### src/rtl/chip8.vh
// CHIP-8 timer-bank shared constants: interpreter tick rate and channel indices.
// Latency: none, definitions only.
// Backpressure: none, definitions only.
`ifndef CHIP8_VH
`define CHIP8_VH

`define CHIP8_TICK_HZ 60
`define CHIP8_TMR_DT  0
`define CHIP8_TMR_ST  1

`endif

### src/rtl/chip8_timer_bank_pkg.sv
// Purpose: shared defaults and width helper for the CHIP-8 timer bank.
// Latency: none, compile-time constants only.
// Backpressure: none, compile-time constants only.
package chip8_timer_bank_pkg;

`include "chip8.vh"

  // Defaults taken from the interpreter-wide header so the bank and the core agree.
  localparam int DEF_TICK_HZ   = `CHIP8_TICK_HZ;
  localparam int DEF_SOUND_IDX = `CHIP8_TMR_ST;

  // Bit width able to index 0..n-1, never narrower than one bit.
  function automatic int clog2_min1(input int n);
    return (n <= 1) ? 1 : $clog2(n);
  endfunction

endpackage

### src/rtl/chip8_tick_gen.sv
// Purpose: free-running divide-by-DIV counter emitting a one-cycle pulse on the last count.
// Latency: pulse is combinational from the counter; first pulse DIV cycles after rst drops.
// Backpressure: none; en pauses the count, rst clears it.
//
// Ports:
//   clk   in  system clock
//   rst   in  synchronous active-high clear of the count
//   en    in  count enable
//   pulse out high while en=1 and the count sits at DIV-1
module chip8_tick_gen
  import chip8_timer_bank_pkg::*;
#(
  parameter int DIV = 10
) (
  input  logic clk,
  input  logic rst,
  input  logic en,
  output logic pulse
);

  localparam int              CW   = clog2_min1(DIV);
  localparam logic [CW-1:0]   LAST = CW'(DIV - 1);

  logic [CW-1:0] r_cnt;
  logic          w_last;

  assign w_last = (r_cnt == LAST);

  always_ff @(posedge clk) begin
    if (rst) begin
      r_cnt <= '0;
    end else if (en) begin
      r_cnt <= w_last ? '0 : r_cnt + CW'(1);
    end
  end

  assign pulse = en & w_last;

endmodule

### src/rtl/chip8_timer_bank.sv
// Purpose: N down-counting CHIP-8 timers (DT, ST, extras) sharing one TICK_HZ prescaler.
// Latency: timer/active/expired update at the write or tick edge; rd_data 1 cycle after rd_sel.
// Backpressure: none; writes and reads are accepted every cycle.
//
// Ports:
//   clk, rst            clock and synchronous active-high reset
//   wr_en/wr_sel/wr_data write strobe, channel, load value (out-of-range channel ignored)
//   rd_sel, rd_data     read channel and registered read data (out-of-range reads 0)
//   tick_o              one-cycle pulse per prescaler tick
//   active              bit i = timer i nonzero
//   expired             one-cycle pulse when timer i ticks 1 -> 0
//   tone                square wave gated by the sound channel
//
// Build option: define CHIP8_TIMER_TONE_EN to build the tone generator; otherwise tone = 0.
module chip8_timer_bank
  import chip8_timer_bank_pkg::*;
#(
  parameter  int CLK_HZ     = 12000000,
  parameter  int TICK_HZ    = DEF_TICK_HZ,
  parameter  int N_TIMERS   = 2,
  parameter  int DATA_WIDTH = 8,
  parameter  int SOUND_IDX  = DEF_SOUND_IDX,
  parameter  int TONE_HZ    = 440,
  localparam int SEL_W      = clog2_min1(N_TIMERS)
) (
  input  logic                  clk,
  input  logic                  rst,
  input  logic                  wr_en,
  input  logic [SEL_W-1:0]      wr_sel,
  input  logic [DATA_WIDTH-1:0] wr_data,
  input  logic [SEL_W-1:0]      rd_sel,
  output logic [DATA_WIDTH-1:0] rd_data,
  output logic                  tick_o,
  output logic [N_TIMERS-1:0]   active,
  output logic [N_TIMERS-1:0]   expired,
  output logic                  tone
);

  localparam int DIV = CLK_HZ / TICK_HZ;

  // Reject configurations that would give a degenerate prescaler or a missing sound channel.
  if ((DIV < 2) || (N_TIMERS < 1) || (SOUND_IDX < 0) || (SOUND_IDX >= N_TIMERS) ||
      (TONE_HZ < 1) || (CLK_HZ / (2 * TONE_HZ) < 1)) begin : g_cfg_err
    $error("chip8_timer_bank: invalid parameter set");
  end

  // ---------------------------------------------------------------------------
  // Shared prescaler
  // ---------------------------------------------------------------------------
  logic w_tick;

  chip8_tick_gen #(
    .DIV (DIV)
  ) u_presc (
    .clk   (clk),
    .rst   (rst),
    .en    (1'b1),
    .pulse (w_tick)
  );

  assign tick_o = w_tick;

  // ---------------------------------------------------------------------------
  // Timer array
  // ---------------------------------------------------------------------------
  logic [DATA_WIDTH-1:0] r_timer     [N_TIMERS];
  logic [DATA_WIDTH-1:0] w_timer_nxt [N_TIMERS];
  logic [N_TIMERS-1:0]   w_act_nxt;
  logic [N_TIMERS-1:0]   w_exp_nxt;
  logic [N_TIMERS-1:0]   r_active;
  logic [N_TIMERS-1:0]   r_expired;
  logic [DATA_WIDTH-1:0] w_rd_nxt;
  logic [DATA_WIDTH-1:0] r_rd_data;

  // A write to a channel overrides that channel's tick decrement, so a reload on a
  // tick cycle lands exactly and can never be reported as an expiry. active is
  // derived from the next value so it flips on the same edge as the timer itself.
  // The read mux looks at the current registers, giving pre-write data on a
  // same-cycle read/write; no match (out-of-range select) leaves the default 0.
  always_comb begin
    w_rd_nxt  = '0;
    w_act_nxt = '0;
    w_exp_nxt = '0;
    for (int i = 0; i < N_TIMERS; i++) begin
      w_timer_nxt[i] = r_timer[i];
      if (wr_en && (wr_sel == SEL_W'(i))) begin
        w_timer_nxt[i] = wr_data;
      end else if (w_tick && (r_timer[i] != '0)) begin
        w_timer_nxt[i] = r_timer[i] - DATA_WIDTH'(1);
        w_exp_nxt[i]   = (r_timer[i] == DATA_WIDTH'(1));
      end
      w_act_nxt[i] = (w_timer_nxt[i] != '0);
      if (rd_sel == SEL_W'(i)) begin
        w_rd_nxt = r_timer[i];
      end
    end
  end

  always_ff @(posedge clk) begin
    if (rst) begin
      for (int i = 0; i < N_TIMERS; i++) begin
        r_timer[i] <= '0;
      end
      r_active  <= '0;
      r_expired <= '0;
      r_rd_data <= '0;
    end else begin
      for (int i = 0; i < N_TIMERS; i++) begin
        r_timer[i] <= w_timer_nxt[i];
      end
      r_active  <= w_act_nxt;
      r_expired <= w_exp_nxt;
      r_rd_data <= w_rd_nxt;
    end
  end

  assign active  = r_active;
  assign expired = r_expired;
  assign rd_data = r_rd_data;

  // ---------------------------------------------------------------------------
  // Tone output
  // ---------------------------------------------------------------------------
`ifdef CHIP8_TIMER_TONE_EN
  localparam int HP = CLK_HZ / (2 * TONE_HZ);

  logic w_snd_on;
  logic w_tone_rst;
  logic w_tone_pulse;
  logic r_tone;

  // Holding the half-period counter in reset while the sound channel is idle makes
  // every burst begin with the same phase: low for HP cycles, then toggling.
  assign w_snd_on   = r_active[SOUND_IDX];
  assign w_tone_rst = rst | ~w_snd_on;

  chip8_tick_gen #(
    .DIV (HP)
  ) u_tone_gen (
    .clk   (clk),
    .rst   (w_tone_rst),
    .en    (w_snd_on),
    .pulse (w_tone_pulse)
  );

  always_ff @(posedge clk) begin
    if (w_tone_rst) begin
      r_tone <= 1'b0;
    end else if (w_tone_pulse) begin
      r_tone <= ~r_tone;
    end
  end

  assign tone = r_tone;
`else
  assign tone = 1'b0;
`endif

endmodule
### config.mk
export PLATFORM = sky130hd
export DESIGN_NAME = chip8_timer_bank
export DESIGN_NICKNAME = d
export VERILOG_FILES = /design/src/rtl/chip8_timer_bank_pkg.sv /design/src/rtl/chip8_tick_gen.sv /design/src/rtl/chip8_timer_bank.sv
export VERILOG_INCLUDE_DIRS = /design/src /design/src/rtl
export SDC_FILE = /design/constraint.sdc
export NUM_CORES = 1
export LEC_CHECK = 0
export CELL_PAD_IN_SITES_DETAIL_PLACEMENT = 1
export CELL_PAD_IN_SITES_GLOBAL_PLACEMENT = 1
export CORE_MARGIN = 2
export CORE_UTILIZATION = 30
export CTS_BUF_LIST = sky130_fd_sc_hd__clkbuf_8 sky130_fd_sc_hd__clkbuf_16
export DETAILED_ROUTE_END_ITERATION = 12
export PLACE_DENSITY = 0.63
export SLEW_MARGIN = 20
export SYNTH_ARGS = -nofsm -noshare
export SYNTH_HDL_FRONTEND = slang
export SYNTH_SLANG_ARGS = --single-unit
### constraint.sdc
create_clock -name clk -period 4.4 [get_ports clk]
set_input_delay 0.66 -clock clk [delete_from_list [all_inputs] [get_ports clk]]
set_output_delay 0.66 -clock clk [all_outputs]
set_load 0.01 [all_outputs]
==> impl_metrics.yaml, run 1 <==
floorplan:
  dieArea_um2: 8521
  die_width_um: 92.31
  core-area_um2: 7647
  die_y_um: 92.31
  row_count: 32
  io_pins: 27
  start_util: 0.3060
timing:
  layout_min_cycle_time_ns: 3.026
  worst_pin_slew_ns: 0.5788
  slew_viol_final: 0
  fin_crit_sh: 0.6877
  fmax_mhz: 330.5
  grt_setup_unrepaired: "no"
  setup_viol: 0
  fin_skew_ns: 0.008930
  finalHoldViolCount: 0
  tns_ns: 0
  relSlewSlack: 0.6133
final_layout:
  drive_above_1_share: 0.07958
  nets: 308
  syn2layout_area_growth_pct: 17.65
  n_antenna_cell: 0
  fillCellCount: 900
clock_network:
  clk_pin_slew_worst_paths_ns: 0.08
  cts_hold_buffers: 0
  cts_buffer_depth: 2
  cts_root_buf: "clkbuf_8"
  cts_setup_buffers: 0
  insertion_delay_ns: 0.31
  cts_buffers: 5
  cts_resized: 0
  h-tree-depth: 2
  tritoncts: "built"
  cts.sinks: 46
critical_path:
  crit_family: "simple AND/OR/NAND/NOR gates"
  setup.worst_path.start_class: "flop"
  worstPathCellList: "nor4_1, nand2_1, nor3_2, clkdlybuf4s50_1"
  slowest_delay_ns: 0.62
  critPathKind: "flop to output pin"
  worstSetupEndpointType: "output pin"
  worstPathMaxFanout: 12
  crit_arrival_ns: 2.37
  critPathBufInv: 1
  r2r_start: "u_presc.r_cnt[7]$_SDFF_PP0_"
  cp.required_ns: 3.74
  rr_endpoint: "active[1]$_SDFF_PP0_"
  crit_slowest_cell: "clkdlybuf4s50_1"
  ff2ff_path_depth: 7
  ff2ff_setup_slack_ns: 1.84
min_path:
  min_path_cells: 1
  hold_class: "flop to flop"
  min_from: "u_presc.r_cnt[0]$_SDFF_PP0_"
  min_to: "u_presc.r_cnt[0]$_SDFF_PP0_"
global_route:
  grt_usage: 0.1462
  antenna_found_initial: 0
  grt_pass1_vias: 1887
  grt.overflow.total: 0
  grt_pass1_wl_um: 9687
  grt_max_degree: 31
place:
  place_hpwl_um: 4325
  port_buffers: 25
  place_congestion: 0.7766
detailed_routing:
  drtPass1Iterations: 4
  drt-wirelength-per-cell_um: 14.66
  antenna_left: 0
  wl_um: 5733
  vias_per_cell: 4.844
  first_iter_violations: 65
  vias: 1894
  drc: 0
pwr:
  power.switching_uw: 221.2
  power_frac_clock: 0.333
  p_leak_uw: 0.001040
  irDropWorstVdd_v: 0.0001002
  power_uw: 828.4
  pwr-share-seq: 0.537
  switching_share: 0.2670
  p_int_uw: 607.2
  power_density_nw_per_um2: 300.9
  p_comb_frac: 0.130
synthesis:
  synth_area_um2: 2340
  synthCells: 266
  syn_nets: 286
  ys_seq_elements: 46
  synth_seq_area_share: 0.3936
  ys_warn_count: 0
  ys_types: 52
  syn_avg_cell_area_um2: 8.796
status:
  status: "complete, no violations"
job:
  max-cap-violations: 0
sequential cells by signal, summed over array words and instances (netlist names):
register,count
u_presc.r_cnt,18
r_timer,16
rd_data,8
active,2
expired,2
layout make-up:
class,count,area [um2],share of cell area
Tap cell,102,127.6,0.04636
Sequential cell,46,920.9,0.3345
Clock inverter,2,8.758,0.003182
Clock buffer,6,82.58,0.03000
Inverter,7,26.28,0.009545
Multi-Input combinational cell,202,1329,0.4827
Timing Repair Buffer,26,257.7,0.09364
synth_stat cells, drive strengths merged:
cell type | n | area (um2)
nor2 | 50 | 187.7
dfxtp | 46 | 920.9
nand2 | 18 | 75.07
mux2i | 16 | 160.2
xnor2 | 13 | 113.9
xor2 | 12 | 105.1
a21oi | 8 | 40.04
clkbuf | 8 | 43.79
nand3 | 8 | 40.04
nor3 | 8 | 45.04
ha | 7 | 87.58
inv | 7 | 26.28
and3 | 6 | 38.79
nor4b | 6 | 58.80
o21ai | 5 | 25.02
and2 | 4 | 26.28
nand4 | 4 | 25.02
nor4 | 4 | 25.02
a31o | 3 | 26.28
buf | 3 | 20.01
nor2b | 3 | 18.77
or2 | 3 | 18.77
or3 | 3 | 23.77
or4 | 3 | 26.27
and4b | 2 | 23.77
nand4b | 2 | 17.52
nor3b | 2 | 15.01
or4b | 2 | 23.77
a211oi | 1 | 7.510
a31oi | 1 | 6.260
a41oi | 1 | 16.27
and2b | 1 | 7.510
conb | 1 | 3.750
nand2b | 1 | 6.260
nor4bb | 1 | 10.01
o2111ai | 1 | 8.760
o211ai | 1 | 7.510
o31ai | 1 | 7.510
cells by family (layout without fill, tap and decap cells):
kind of cell             count (synthesis)  after routing  synth area share
AO/OA/AOI/OAI                           22             22           0.06204
XOR/XNOR                                25             25           0.09358
adder cells (fa/ha/maj)                  7              7           0.03743
buffers and inverters                   18             41           0.03850
flip-flops                              46             46            0.3936
multiplexers                            16             16           0.06845
other                                    1              1          0.001603
AND/OR/NAND/NOR                        131            131            0.3048
power by group through the flow:
stage | Clock (uW) | Sequential, uW | Combinational [uW]
2_1_floorplan | 0 | 452 | 68.9
3_3_place_gp | 0 | 454 | 106
5_1_grt | 308 | 447 | 120
4_1_cts | 285 | 445 | 109
3_5_place_dp | 0 | 455 | 108
6_report | 276 | 445 | 108
cell usage in the layout (no fill, tap or decap), types with 7 or more instances in the layout:
cell	n
inv_1	8
xor2_1	12
nand3_1	8
nor3_1	7
nor2_1	50
xnor2_1	13
dfxtp_1	46
ha_1	7
a21oi_1	8
clkdlybuf4s50_1	25
mux2i_1	16
nand2_1	17
through the flow:
| step | std cells | util | hold slack (ns) | setup slack, ns | instance area, um2 |
|---|---|---|---|---|---|
| after detailed placement | 383 | 0.3480 | 0.4492 | 1.741 | 2661 |
| after global placement | 383 | 0.3480 | 0.4446 | 1.790 | 2661 |
| final | 391 | 0.3599 | 0.4615 | 1.374 | 2753 |
| after CTS | 391 | 0.3599 | 0.4695 | 1.367 | 2753 |
| after global routing | 391 | 0.3599 | 0.5037 | 1.164 | 2753 |
| after floorplan | 266 | - | 0.4297 | 2.153 | 2340 |
routing by layer:
metal  global-route usage  up-vias  routed length (um)
met5                    0        -                   0
met3              0.02360        8                 207
met1               0.2061      894                2780
li1                     -      962                   -
met4              0.05970        0                 114
met2               0.2220       30                2631
how the worst max path moves through the flow:
stage / start / endpoint / cells past startpoint
final: u_presc.r_cnt[7]$_SDFF_PP0_ / tick_o / 4
after detailed placement: u_presc.r_cnt[7]$_SDFF_PP0_ / tick_o / 4
after CTS: u_presc.r_cnt[7]$_SDFF_PP0_ / tick_o / 4
after global placement: u_presc.r_cnt[6]$_SDFF_PP0_ / tick_o / 4
after floorplan: u_presc.r_cnt[0]$_SDFF_PP0_ / active[1]$_SDFF_PP0_ / 9
after global routing: u_presc.r_cnt[6]$_SDFF_PP0_ / tick_o / 4
Note: power is estimated with default switching activity, not from simulation.
==> run 2: changes to the inputs <==
==> constraint.sdc (replaced) <==
create_clock -name clk -period 2.9 [get_ports clk]
set_input_delay 0.435 -clock clk [delete_from_list [all_inputs] [get_ports clk]]
set_output_delay 0.435 -clock clk [all_outputs]
set_load 0.01 [all_outputs]
==> run 2 against run 1 <==
Count of clock-buffer cells in the layout shrank 1. Sequential share of layout area down 0.26 points. Sequential cell count did not move. Cell area is 0.77% higher. Clock skew rose by 0.0017 ns. First-iteration DRC count fell by 25%. Sequential power grew 52%. Routed wire length up 0.89%. Register-to-register slack got worse by 1.5 ns. Non-clock buffer count stayed put. Critical path depth unchanged.
==> impl_metrics.yaml, run 2 (synthesized netlist as in run 1, its figures left out) <==
place:
  post-place-ws_ns: 0.3693
  place_congestion: 0.7413
  dpl_cell_area_um2: 2661
  port_buffers: 25
  place_hpwl_um: 4435
floorplan:
  core-area_um2: 7647
  die_width_um: 92.31
  die_y_um: 92.31
  io_pins: 27
  row_count: 32
  start_util: 0.3060
  dieArea_um2: 8521
detailed_routing:
  first_iter_violations: 49
  drt-wirelength-per-cell_um: 14.79
  vias: 1899
  drc: 0
  vias_per_cell: 4.857
  wl_um: 5784
  antenna_left: 0
  drtPass1Iterations: 4
global_route:
  grt_pass1_vias: 1950
  antenna_found_initial: 0
  grt_pass1_wl_um: 9749
  grt_max_degree: 18
  grt_usage: 0.1448
  grt.overflow.total: 0
clock_network:
  cts_buffer_depth: 2
  cts_root_buf: "clkbuf_8"
  cts.sinks: 46
  cts_buffers: 5
  cts_resized: 0
  cts_setup_buffers: 0
  insertion_delay_ns: 0.30
  cts_hold_buffers: 0
  tritoncts: "built"
  h-tree-depth: 2
  clk_pin_slew_worst_paths_ns: 0.08
timing:
  layout_min_cycle_time_ns: 2.699
  finalHoldViolCount: 0
  fin_skew_ns: 0.01063
  relSlewSlack: 0.6257
  fin_crit_sh: 0.9308
  worst_pin_slew_ns: 0.5597
  tns_ns: 0
  setup_slack_ns: 0.2007
  fin_hold_ws_ns: 0.4709
  slew_viol_final: 0
  fmax_mhz: 370.5
  grt_setup_unrepaired: "no"
  setup_viol: 0
final_layout:
  fillCellCount: 908
  regArea_um2: 920.9
  multi_input_area_um2: 1335
  final_common_cell: "nor2_1"
  top_register: "u_presc.r_cnt"
  stdcell_area_um2: 2774
  largest_register_ffs: 18
  drive_above_1_share: 0.07612
  syn2layout_area_growth_pct: 18.56
  fin_util: 0.3627
  nets: 308
  n_antenna_cell: 0
  final_cell_mix: "nor2_1, dfxtp_1, clkdlybuf4s50_1"
critical_path:
  crit_start: "u_presc.r_cnt[8]$_SDFF_PP0_"
  crit_family: "simple AND/OR/NAND/NOR gates"
  cp.required_ns: 2.47
  worstPathCellList: "nor4bb_1, nand2_1, nor3_4, clkdlybuf4s50_1"
  crit_arrival_ns: 2.26
  worstSetupEndpointType: "output pin"
  critPathKind: "flop to output pin"
  critPathBufInv: 1
  crit_slowest_cell: "clkdlybuf4s50_1"
  r2r_start: "u_presc.r_cnt[8]$_SDFF_PP0_"
  setup.worst_path.start_class: "flop"
  slowest_delay_ns: 0.61
  worstPathMaxFanout: 12
min_path:
  min_from: "u_presc.r_cnt[0]$_SDFF_PP0_"
  hold_class: "flop to flop"
pwr:
  p_leak_uw: 0.001065
  power_density_nw_per_um2: 469.5
  irDropWorstVdd_v: 0.0002084
status:
  status: "complete, no violations"
job:
  max-cap-violations: 0
run 2: cell count changes in the layout (fill, tap and decap cells not counted), sizes merged:
cell	change
clkbuf	-1
inv	+1
bufinv	+1
clkinv	-1
run 2: layout make-up:
cell class / instances / area share
clock inverters: 3 / 0.01353
flip-flops and latches: 46 / 0.3320
well taps: 102 / 0.04601
multi-input cells: 202 / 0.4813
inverters: 7 / 0.009472
clock buffers: 5 / 0.02481
repair buffers: 26 / 0.09292
run 2: per-layer routing:
metal  global-route usage  wire length [um]
met2               0.2354              2634
met5                    0                 0
met3              0.02929               112
met4              0.04602                57
met1               0.1928              2980
run 2: power by group:
group	internal [uW]	total (uW)	switching, uW	leakage [uW]
Sequential	653	675	21.9	0.000375
Clock	251	466	215	0.0000607
Combinational	78.5	161	82.7	0.000629
Total	983	1300	320	0.00106
run 2: final timing paths:
check	endpoint	slack, ns	cells after the start
setup / recovery	tick_o	0.20	4
setup reg to reg	active[1]$_SDFF_PP0_	0.38	7
hold reg to reg	u_presc.r_cnt[0]$_SDFF_PP0_	0.47	1
hold / removal	u_presc.r_cnt[0]$_SDFF_PP0_	0.47	1
run 2: metrics by stage:
step,total power (uW),instances
floorplan,790.8,266
global placement,851.4,383
detailed placement,852.9,383
CTS,1330,391
global route,1373,391
finish,1302,391
==> run 3: changes to the inputs <==
--- a/config.mk
+++ b/config.mk
@@ -13,6 +13,7 @@
 export CTS_BUF_LIST = sky130_fd_sc_hd__clkbuf_8 sky130_fd_sc_hd__clkbuf_16
 export DETAILED_ROUTE_END_ITERATION = 12
 export PLACE_DENSITY = 0.63
+export REMOVE_ABC_BUFFERS = 1
 export SLEW_MARGIN = 20
 export SYNTH_ARGS = -nofsm -noshare
 export SYNTH_HDL_FRONTEND = slang
==> run 3 against run 2 <==
Sequential cell count is the same. Setup slack improved by 0.037 ns. Non-clock buffer count unchanged. Sequential share of layout area rose by 0.11 points.
==> impl_metrics.yaml, run 3 (synthesized netlist as in run 1, its figures left out) <==
timing:
  finalHoldViolCount: 0
  layout_min_cycle_time_ns: 2.662
  slew_viol_final: 0
  relSlewSlack: 0.6039
  fmax_mhz: 375.6
  worst_pin_slew_ns: 0.5941
  grt_setup_unrepaired: "no"
  setup_viol: 0
  fin_crit_sh: 0.9180
  fin_skew_ns: 0.01045
  setup_slack_ns: 0.2378
  tns_ns: 0
final_layout:
  top_register: "u_presc.r_cnt"
  fin_cells: 391
  final_cell_mix: "nor2_1, dfxtp_1, clkdlybuf4s50_1"
  nets: 308
  drive_above_1_share: 0.08651
  fillCellCount: 894
  regArea_um2: 920.9
  multi_input_area_um2: 1338
  final_common_cell: "nor2_1"
  syn2layout_area_growth_pct: 18.18
  n_antenna_cell: 0
  largest_register_ffs: 18
floorplan:
  die_y_um: 92.31
  die_width_um: 92.31
  core-area_um2: 7647
  dieArea_um2: 8521
  start_util: 0.3060
  io_pins: 27
  row_count: 32
critical_path:
  cp.required_ns: 2.47
  worstPathMaxFanout: 7
  crit_arrival_ns: 2.23
  critPathKind: "flop to output pin"
  setup.worst_path.start_class: "flop"
  worstSetupEndpointType: "output pin"
  worstPathCellList: "ha_1, and3_1, nand2_4, nor3_4, clkdlybuf4s50_1"
  crit_slowest_cell: "clkdlybuf4s50_1"
  slowest_delay_ns: 0.61
clock_network:
  cts_hold_buffers: 0
  cts_setup_buffers: 0
  cts.sinks: 46
  cts_root_buf: "clkbuf_8"
  clk_pin_slew_worst_paths_ns: 0.09
  cts_buffer_depth: 2
  insertion_delay_ns: 0.31
  tritoncts: "built"
  cts_buffers: 5
  h-tree-depth: 2
detailed_routing:
  drc: 0
  first_iter_violations: 76
  drtPass1Iterations: 4
  vias_per_cell: 4.834
  vias: 1890
  drt-wirelength-per-cell_um: 14.80
  wl_um: 5787
  antenna_left: 0
global_route:
  grt_pass1_vias: 1939
  antenna_found_initial: 0
  grt_max_degree: 20
  grt.overflow.total: 0
  grt_usage: 0.1460
  grt_pass1_wl_um: 9908
status:
  status: "complete, no violations"
pwr:
  p_leak_uw: 0.001052
  power_uw: 1266
  power_density_nw_per_um2: 457.8
  irDropWorstVdd_v: 0.0001551
place:
  port_buffers: 25
  place_congestion: 0.8081
  place_hpwl_um: 4406
  placedCellCount: 383
  post-place-ws_ns: 0.3784
job:
  max-cap-violations: 0
min_path:
  hold_class: "flop to flop"
## run 3: changes by cell type in the layout (fill, tap and decap cells not counted)
cell	previous run	this run
clkinv_2	0	1
inv_1	9	7
clkinvlp_4	0	1
nand2_2	0	1
clkbuf_8	5	6
nand2_1	17	16
bufinv_16	1	0
## run 3: timing repair
item                                    CTS  global route
gates resized for setup                   0             2
hold endpoints to repair                  0             0
endpoints found under the setup margin    0             1
## run 3: path summary, 6_finish.rpt
| check | startpoint | endpoint | slack, ns | cells after the start |
|---|---|---|---|---|
| worst max-delay path | u_presc.r_cnt[0]$_SDFF_PP0_ | tick_o | 0.24 | 5 |
| worst min-delay path | u_presc.r_cnt[0]$_SDFF_PP0_ | u_presc.r_cnt[0]$_SDFF_PP0_ | 0.48 | 1 |
| worst max register to register | r_timer[0][6]$_SDFF_PP0_ | active[0]$_SDFF_PP0_ | 0.36 | 7 |
| worst min register to register | u_presc.r_cnt[0]$_SDFF_PP0_ | u_presc.r_cnt[0]$_SDFF_PP0_ | 0.48 | 1 |
## run 3: layout make-up
type,instances,share of cell area
clock inverters,2,0.004525
clock buffers,6,0.02986
repair buffers,26,0.09321
well taps,102,0.04615
inverters,7,0.009502
multi-input cells,202,0.4837
flip-flops and latches,46,0.3330
## run 3: through the flow
| stage | utilization | instance area (um2) | hold slack [ns] |
|---|---|---|---|
| 2_1_floorplan | - | 2276 | 0.4297 |
| 3_3_place_gp | 0.3480 | 2661 | 0.4467 |
| 3_5_place_dp | 0.3480 | 2661 | 0.4617 |
| 4_1_cts | 0.3604 | 2756 | 0.4845 |
| 5_1_grt | 0.3616 | 2765 | 0.5033 |
| 6_report | 0.3616 | 2765 | 0.4780 |
## run 3: worst max-delay path: cells and delay by family (launching register included)
| kind | cells | cell delay (ns) |
|---|---|---|
| adder cells (fa/ha/maj) | 1 | 0.20 |
| flip-flops | 1 | 0.38 |
| buffers and inverters | 1 | 0.61 |
| AND/OR/NAND/NOR | 3 | 0.73 |
## run 3: per-layer routing
layer | GRT usage | vias to the layer above | wire length, um
li1 | - | 952 | -
met1 | 0.2103 | 900 | 3034
met2 | 0.2165 | 30 | 2483
met3 | 0.02929 | 8 | 165
met4 | 0.04975 | 0 | 104
met5 | 0 | - | 0
## run 3: report_power, final
part	total, uW	internal, uW	leakage [uW]	switching (uW)
registers	675	653	0.000375	21.5
clock network	428	192	0.0000472	236
logic	164	78.6	0.000630	85.0
